## src/rtl/vote_collector.sv

```systemverilog
// Ballot collection stage for the four-voter majority evaluator.
// Latency: a vote edge in cycle n is visible on votes/voted at n+1, and the session closes at n+1
//   (after the last vote or the timeout cycle).
// Backpressure: none. Votes are edge-triggered and are locked once taken; start is ignored while OPEN.
//
// Ports:
//   clk, rst          clock, asynchronous active-high reset
//   start             opens a session from IDLE or DONE (level, sampled each cycle)
//   vote_req/vote_val per-voter request (taken on a 0->1 transition) and the choice sampled with it
//   votes/voted       ballot word for the downstream evaluator I[3:0], and the has-voted flags
//   busy/done         the session is OPEN / the ballot is final
//   done_pulse        high for the first DONE cycle only
//   timed_out         the session closed on the timer with at least one voter absent
module vote_collector #(
  parameter int TIMEOUT_CYC = 1000,
  parameter int CNT_W       = 16
) (
  input  logic       clk,
  input  logic       rst,
  input  logic       start,
  input  logic [3:0] vote_req,
  input  logic [3:0] vote_val,
  output logic [3:0] votes,
  output logic [3:0] voted,
  output logic       busy,
  output logic       done,
  output logic       done_pulse,
  output logic       timed_out
);

  typedef enum logic [1:0] {IDLE, OPEN, DONE} state_t;

  // Terminal timer value. TIMEOUT_CYC may be 2^CNT_W, so TIMEOUT_CYC-1 is the largest value that fits.
  localparam logic [CNT_W-1:0] LAST = CNT_W'(TIMEOUT_CYC - 1);

  state_t           state, state_nx;
  logic [3:0]       req_q;
  logic [3:0]       accept;
  logic [3:0]       voted_nx;
  logic [CNT_W-1:0] timer;
  logic             all_in;
  logic             expire;
  logic             opening;
  logic             closing;

  always_comb begin
    // Only a fresh rising edge from a voter who has not yet voted is taken.
    accept   = vote_req & ~req_q & ~voted;
    voted_nx = voted | accept;
    all_in   = (voted_nx == 4'b1111);
    expire   = (timer == LAST);
    state_nx = state;
    opening  = 1'b0;
    closing  = 1'b0;
    case (state)
      IDLE: begin
        if (start) begin
          state_nx = OPEN;
          opening  = 1'b1;
        end
      end
      OPEN: begin
        if (all_in || expire) begin
          state_nx = DONE;
          closing  = 1'b1;
        end
      end
      DONE: begin
        if (start) begin
          state_nx = OPEN;
          opening  = 1'b1;
        end
      end
      default: state_nx = IDLE;
    endcase
  end

  always_ff @(posedge clk or posedge rst) begin
    if (rst) begin
      state <= IDLE;
    end else begin
      state <= state_nx;
    end
  end

  always_ff @(posedge clk or posedge rst) begin
    if (rst) begin
      req_q      <= '0;
      votes      <= '0;
      voted      <= '0;
      timed_out  <= 1'b0;
      done_pulse <= 1'b0;
      timer      <= '0;
    end else begin
      // The history tracks the request lines in every state, so a line held high
      // across session entry has to fall and rise again before it counts.
      req_q      <= vote_req;
      done_pulse <= closing;
      if (opening) begin
        votes     <= '0;
        voted     <= '0;
        timed_out <= 1'b0;
        timer     <= '0;
      end else if (state == OPEN) begin
        voted <= voted_nx;
        votes <= (votes & ~accept) | (vote_val & accept);
        timer <= timer + 1'b1;
        // A full ballot has priority over an expiring timer in the same cycle.
        if (closing) begin
          timed_out <= ~all_in;
        end
      end
    end
  end

  assign busy = (state == OPEN);
  assign done = (state == DONE);

endmodule

```

## config.mk

```make
export PLATFORM = sky130hd
export DESIGN_NAME = vote_collector
export DESIGN_NICKNAME = d
export VERILOG_FILES = /design/src/rtl/vote_collector.sv
export SDC_FILE = /design/constraint.sdc
export NUM_CORES = 1
export LEC_CHECK = 0
export BUFFER_PORTS_ARGS = -buffer_cell sky130_fd_sc_hd__buf_4
export CORE_ASPECT_RATIO = 1.4
export CORE_MARGIN = 4
export CORE_UTILIZATION = 54
export DETAILED_ROUTE_END_ITERATION = 6
export PLACE_DENSITY = 0.76
export REMOVE_ABC_BUFFERS = 1
export SYNTH_ARGS = -nofsm -noshare
export SYNTH_HDL_FRONTEND = slang
export SYNTH_SLANG_ARGS = --single-unit
```

## constraint.sdc

```tcl
create_clock -name clk -period 2 [get_ports clk]
set_input_delay 0 -clock clk [delete_from_list [all_inputs] [get_ports clk]]
set_output_delay 0 -clock clk [all_outputs]
set_load 0.01 [all_outputs]
```

==> results.yml, run 1 <==
status:
  status: "complete, no violations"
yosys:
  syn_area_sq_um: 1500
  synth_cell_types: 34
  ys_ff_latch: 32
  synth_warnings: 0
  syn_area_per_cell_sq_um: 10.2
  synthCells: 147
  yosysSeqAreaShare: 0.536
setup_path:
  path_delay_family: "simple AND/OR/NAND/NOR gates"
  path_cells: "nand2b_1 > inv_2 > nor2_1 > o21ai_0 > o21ai_0"
  ff2ff_setup_slack_ns: 0.43
  cp-end-kind: "register"
  worstReg2RegEnd: "timer[2]"
  worstSetupStartpoint: "state[0]"
  worstSetupStartpointType: "register"
  crit_slowest_cell: "dfrtp_1"
  critical_path_class: "register to register"
  worstPathMaxFanout: 18
  crit_buf_inv: 1
  worstPathArrival_ns: 1.82
  reg2reg_depth: 5
  crit_cells: 5
  cp-endpoint: "timer[2]"
  r2r_start: "state[0]"
  critical_path_required_ns: 2.24
  cp_common_cell: "o21ai_0"
  cp_slowest_stage_delay_ns: 0.42
floorplan:
  die_h_um: 70.3
  dieArea_sq_um: 3690
  start_util: 0.566
  io_pins: 23
  coreArea_sq_um: 2640
  std_cell_rows: 22
  die_x_um: 52.5
timing:
  fin_ws_ns: 0.428
  finalSetupViolCount: 0
  fmaxAchievable_mhz: 636
  final.period_utilization: 0.786
  slew_headroom: 0.693
  maxSlewViolCount: 0
  tns_ns: 0
  period_needed_ns: 1.57
  tightestPinTransition_ns: 0.461
  finalHoldViolCount: 0
  rsz0062_at_grt: "false"
  skew_ns: 0.00516
power:
  ir_drop_v: 0.000791
  p_per_area_nw_per_um2: 1090
  finalPower_mw: 2.01
  p_leak_nw: 0.906
global_routing:
  antenna_found_initial: 0
  grt_pass1_vias: 1229
  grt_pass1_wl_mm: 5.75
  grt_start_max_net_pins: 33
  grt_util_all_layers: 0.212
  grt_overflow_total: 0
clocking:
  clock-sinks: 32
  cts-root-buf: "clkbuf_4"
  cts_tree: "done"
  postCtsResizedCells: 0
  cts.reportedPaths.clkPinSlew_ns: 0.09
  htreeDepth: 2
  insertion_delay_ns: 0.32
  cts_buffer_depth: 2
  numCtsBuffers: 5
finish:
  fin_cells: 219
  drive_gt1_frac: 0.197
  diodes: 0
  post-route-util: 0.700
  areaGrowthSynthToFinish_pct: 23.7
  fill_cells: 211
  final_nets: 195
drt:
  drtIter0Drc: 32
  avgRoutedWirePerCell_um: 14.3
  drt.antenna.violating_nets: 0
  routed_wl_mm: 3.12
  drt_pass1_iterations: 4
  vias: 1223
  vias_per_cell: 5.58
  drcViolationCount: 0
place:
  dpl.hpwl_mm: 2.15
  place.gp.congestion: 0.761
  dp_cells: 202
  post-place-ws_ns: 0.475
  port-buffer-count: 22
worst_hold_path:
  hold_class: "input port to asynchronous set/reset pin"
run:
  cap_viol_max_count: 0
repair_timing:
item | CTS | global route
endpoints found under the hold margin | 41 | 0
buffers inserted | 0 | 0
hold buffers | 10 | 0
tightest hold or removal path: cells and delay by family:
kind / cells / cell delay, ns
buf+inv: 4 / 1.07
state kept, by name, indices dropped and copies added, names as in the netlist:
name        count
req_q           4
state           2
done_pulse      1
voted           4
timer          16
votes           4
timed_out       1
cells in the mapped netlist (all sizes together):
cell    count  area, sq um
clkbuf      1         3.75
a31oi       2         12.5
inv         6         22.5
ha          1         12.5
mux2i       3         30.0
xnor2       1         8.76
nand2b      4         25.0
and4        2         18.8
nand2      14         52.6
o22ai       2         12.5
nand3b      1         7.51
and3        5         36.3
a21oi       7         35.0
nand3       6         30.0
a22o        1         8.76
and4b       2         20.0
and2        3         21.3
nor2        9         33.8
o31ai       4         30.0
o21ai      12         60.1
dfrtp      32          801
xor2        3         26.3
o211ai      4         30.0
nor3        3         15.0
buf         4         32.5
nand4       8         65.1
nor2b       6         37.5
nor4        1         6.26
power by group:
part / leakage (nW) / switching [mW] / internal (mW)
Clock: 0.0374 / 0.201 / 0.199
Combinational: 0.448 / 0.394 / 0.291
Sequential: 0.421 / 0.136 / 0.785
worst min path at each step:
stage / slack (ns) / cells past startpoint / endpoint / from
final: 0.31 / 4 / req_q[1] / rst
after global routing: 0.32 / 2 / req_q[2] / vote_req[2]
after detailed placement: 0.11 / 3 / req_q[1] / rst
after global placement: 0.11 / 3 / req_q[1] / rst
after floorplan: 0.03 / 0 / req_q[0] / vote_req[0]
after CTS: 0.31 / 4 / voted[1] / rst
placed cells by master (no fill, tap or decap), types with 3 or more instances in the layout:
cell type / netlist / layout
a21oi_1: 7 / 7
and3_1: 4 / 4
buf_4: 0 / 24
clkbuf_4: 0 / 5
dfrtp_1: 32 / 32
dlygate4sd3_1: 0 / 10
inv_1: 5 / 5
mux2i_1: 3 / 3
nand2_1: 14 / 14
nand2b_1: 4 / 4
nand3_1: 6 / 6
nand4_1: 7 / 7
nor2_1: 9 / 9
nor2b_1: 6 / 6
nor3_1: 3 / 3
o211ai_1: 4 / 4
o21ai_0: 12 / 12
o31ai_1: 4 / 4
xor2_1: 3 / 3
routing by layer:
layer / up-vias / share of wire / GRT usage
li1: 598 / - / -
met1: 583 / 0.40 / 0.251
met2: 30 / 0.52 / 0.329
met3: 12 / 0.052 / 0.0789
met4: 0 / 0.036 / 0.105
met5: - / 0 / 0
per-stage QoR:
stage | hold WS (ns) | cell area (sq um)
3_3_place_gp | 0.108 | 1680
6_report | 0.315 | 1850
5_1_grt | 0.321 | 1850
4_1_cts | 0.307 | 1850
2_1_floorplan | 0.0314 | 1460
3_5_place_dp | 0.115 | 1680
cell families after synthesis:
family / share of synthesized area
simple gates: 0.247
compound gates: 0.126
xor+xnor: 0.0234
buf+inv: 0.0393
fa+ha+maj: 0.00837
mux: 0.0201
flops: 0.536
final cells by class:
type,instances,area [sq um],share of cell area
Clock buffer,7,65.1,0.0352
Sequential cell,32,801,0.433
Tap cell,36,45.0,0.0244
Inverter,6,22.5,0.0122
Timing Repair Buffer,34,280,0.152
Multi-Input combinational cell,104,636,0.344
No activity file was read; power rests on OpenSTA's default activity.
==> run 2: changes to the inputs <==
- clock period: 2 -> 1.6 ns (I/O delays scaled with it)
==> results.yml, run 2 (synthesis gave the netlist of run 1 again) <==
status:
  status: "complete, no violations"
floorplan:
  io_pins: 23
  std_cell_rows: 22
  die_x_um: 52.5
  die_h_um: 70.3
  coreArea_sq_um: 2640
  start_util: 0.566
  dieArea_sq_um: 3690
timing:
  finalHoldViolCount: 0
  tns_ns: 0
  rsz0062_at_grt: "false"
  tightestPinTransition_ns: 0.481
  skew_ns: 0.00657
  finalSetupViolCount: 0
  final.period_utilization: 0.914
  period_needed_ns: 1.46
  maxSlewViolCount: 0
  slew_headroom: 0.678
  fmaxAchievable_mhz: 684
setup_path:
  crit_slowest_cell: "dfrtp_1"
  crit_buf_inv: 0
  worstSetupStartpointType: "register"
  critical_path_class: "register to register"
  cp_slowest_stage_delay_ns: 0.47
  cp-end-kind: "register"
  path_cells: "and4b_1 > nand2_1 > o211ai_1 > o31ai_1"
  worstPathMaxFanout: 6
  critical_path_required_ns: 1.83
  path_delay_family: "simple AND/OR/NAND/NOR gates"
  worstPathArrival_ns: 1.69
clocking:
  cts_buffer_depth: 2
  cts_tree: "done"
  insertion_delay_ns: 0.34
  cts-root-buf: "clkbuf_4"
  postCtsResizedCells: 0
  numCtsBuffers: 5
  htreeDepth: 2
  cts.reportedPaths.clkPinSlew_ns: 0.10
  clock-sinks: 32
power:
  power_frac_comb: 0.362
  ir_drop_v: 0.000987
  p_per_area_nw_per_um2: 1380
  internal_power_mw: 1.60
  p_clk_frac: 0.189
  seq_power_share: 0.449
  finalPower_mw: 2.57
  power.switching_mw: 0.964
  p_leak_nw: 0.911
  p_sw_frac: 0.376
global_routing:
  grt_start_max_net_pins: 33
  grt_pass1_wl_mm: 5.92
  grt_util_all_layers: 0.218
  grt_pass1_vias: 1360
  grt_overflow_total: 0
  antenna_found_initial: 0
finish:
  areaGrowthSynthToFinish_pct: 24.3
  diodes: 0
  final_nets: 197
  largest_register: "timer"
  final_cell_mix: "dfrtp_1, buf_4, nand2_1"
  layout_commonest_cell: "dfrtp_1"
  drive_gt1_frac: 0.199
  post-route-util: 0.703
  finish.instance_area_sq_um: 1860
  largest_register_ffs: 16
drt:
  avgRoutedWirePerCell_um: 15.1
  drt.antenna.violating_nets: 0
  drt_pass1_iterations: 4
  drtIter0Drc: 43
  drcViolationCount: 0
  vias_per_cell: 5.68
  routed_wl_mm: 3.34
  vias: 1261
worst_hold_path:
  hold_class: "input port to asynchronous set/reset pin"
place:
  port-buffer-count: 22
  dpl.hpwl_mm: 2.21
  placed_cell_area_sq_um: 1700
  place.gp.congestion: 0.732
run:
  cap_viol_max_count: 0
## run 2: changes by cell type in the layout (fill, tap and decap cells not counted)
cell,delta
buf_4,+2
clkbuf_8,-1
clkbuf_1,+2
## run 2: area by class of cell
cell class | instances | area, sq um
sequential | 32 | 801
multi-input combinational | 104 | 636
fill | 220 | 785
timing repair buffer | 36 | 295
inverter | 6 | 22.5
clock buffer | 8 | 58.8
tap | 36 | 45.0
## run 2: final timing paths
check	startpoint	endpoint	slack, ns	cells past startpoint
min in group clk	vote_req[0]	req_q[0]	0.32	2
worst max register to register	timer[3]	timer[8]	0.14	4
max in group asynchronous	rst	timed_out	1.00	4
worst min register to register	timer[9]	timer[9]	0.49	1
worst min-delay path	rst	req_q[1]	0.31	4
worst max-delay path	timer[3]	timer[8]	0.14	4
## run 2: through the flow
| step | cells | setup slack (ns) | hold WS [ns] |
|---|---|---|---|
| 3_5_place_dp | 204 | 0.177 | 0.110 |
| 6_report | 222 | 0.137 | 0.309 |
| 5_1_grt | 222 | 0.00863 | 0.319 |
| 2_1_floorplan | 142 | 0.283 | 0.0314 |
| 4_1_cts | 222 | 0.159 | 0.284 |
| 3_3_place_gp | 204 | 0.210 | 0.106 |
## run 2: layer usage
layer	vias to the layer above	GRT usage	part of all wire
li1	604	-	-
met2	33	0.344	0.52
met4	0	0.153	0.040
met1	610	0.246	0.40
met5	-	0	0
met3	14	0.0554	0.046
## run 2: what timing repair did
| item | in CTS | in global routing |
|---|---|---|
| hold buffers | 10 | 0 |
| setup buffers | 0 | 0 |
| endpoints found under the hold margin | 41 | 0 |
## run 2: worst register-to-register path, delay by kind of cell, from the launching register on
| kind | cells | cell delay [ns] |
|---|---|---|
| simple gates | 2 | 0.56 |
| flops | 1 | 0.47 |
| compound gates | 2 | 0.33 |
## run 2: power by group through the flow
stage / logic, mW / clock network [mW] / registers, mW
2_1_floorplan: 0.446 / 0 / 1.17
3_3_place_gp: 0.871 / 0 / 1.14
3_5_place_dp: 0.917 / 0 / 1.16
4_1_cts: 0.940 / 0.502 / 1.14
5_1_grt: 1.04 / 0.525 / 1.18
6_report: 0.929 / 0.486 / 1.15
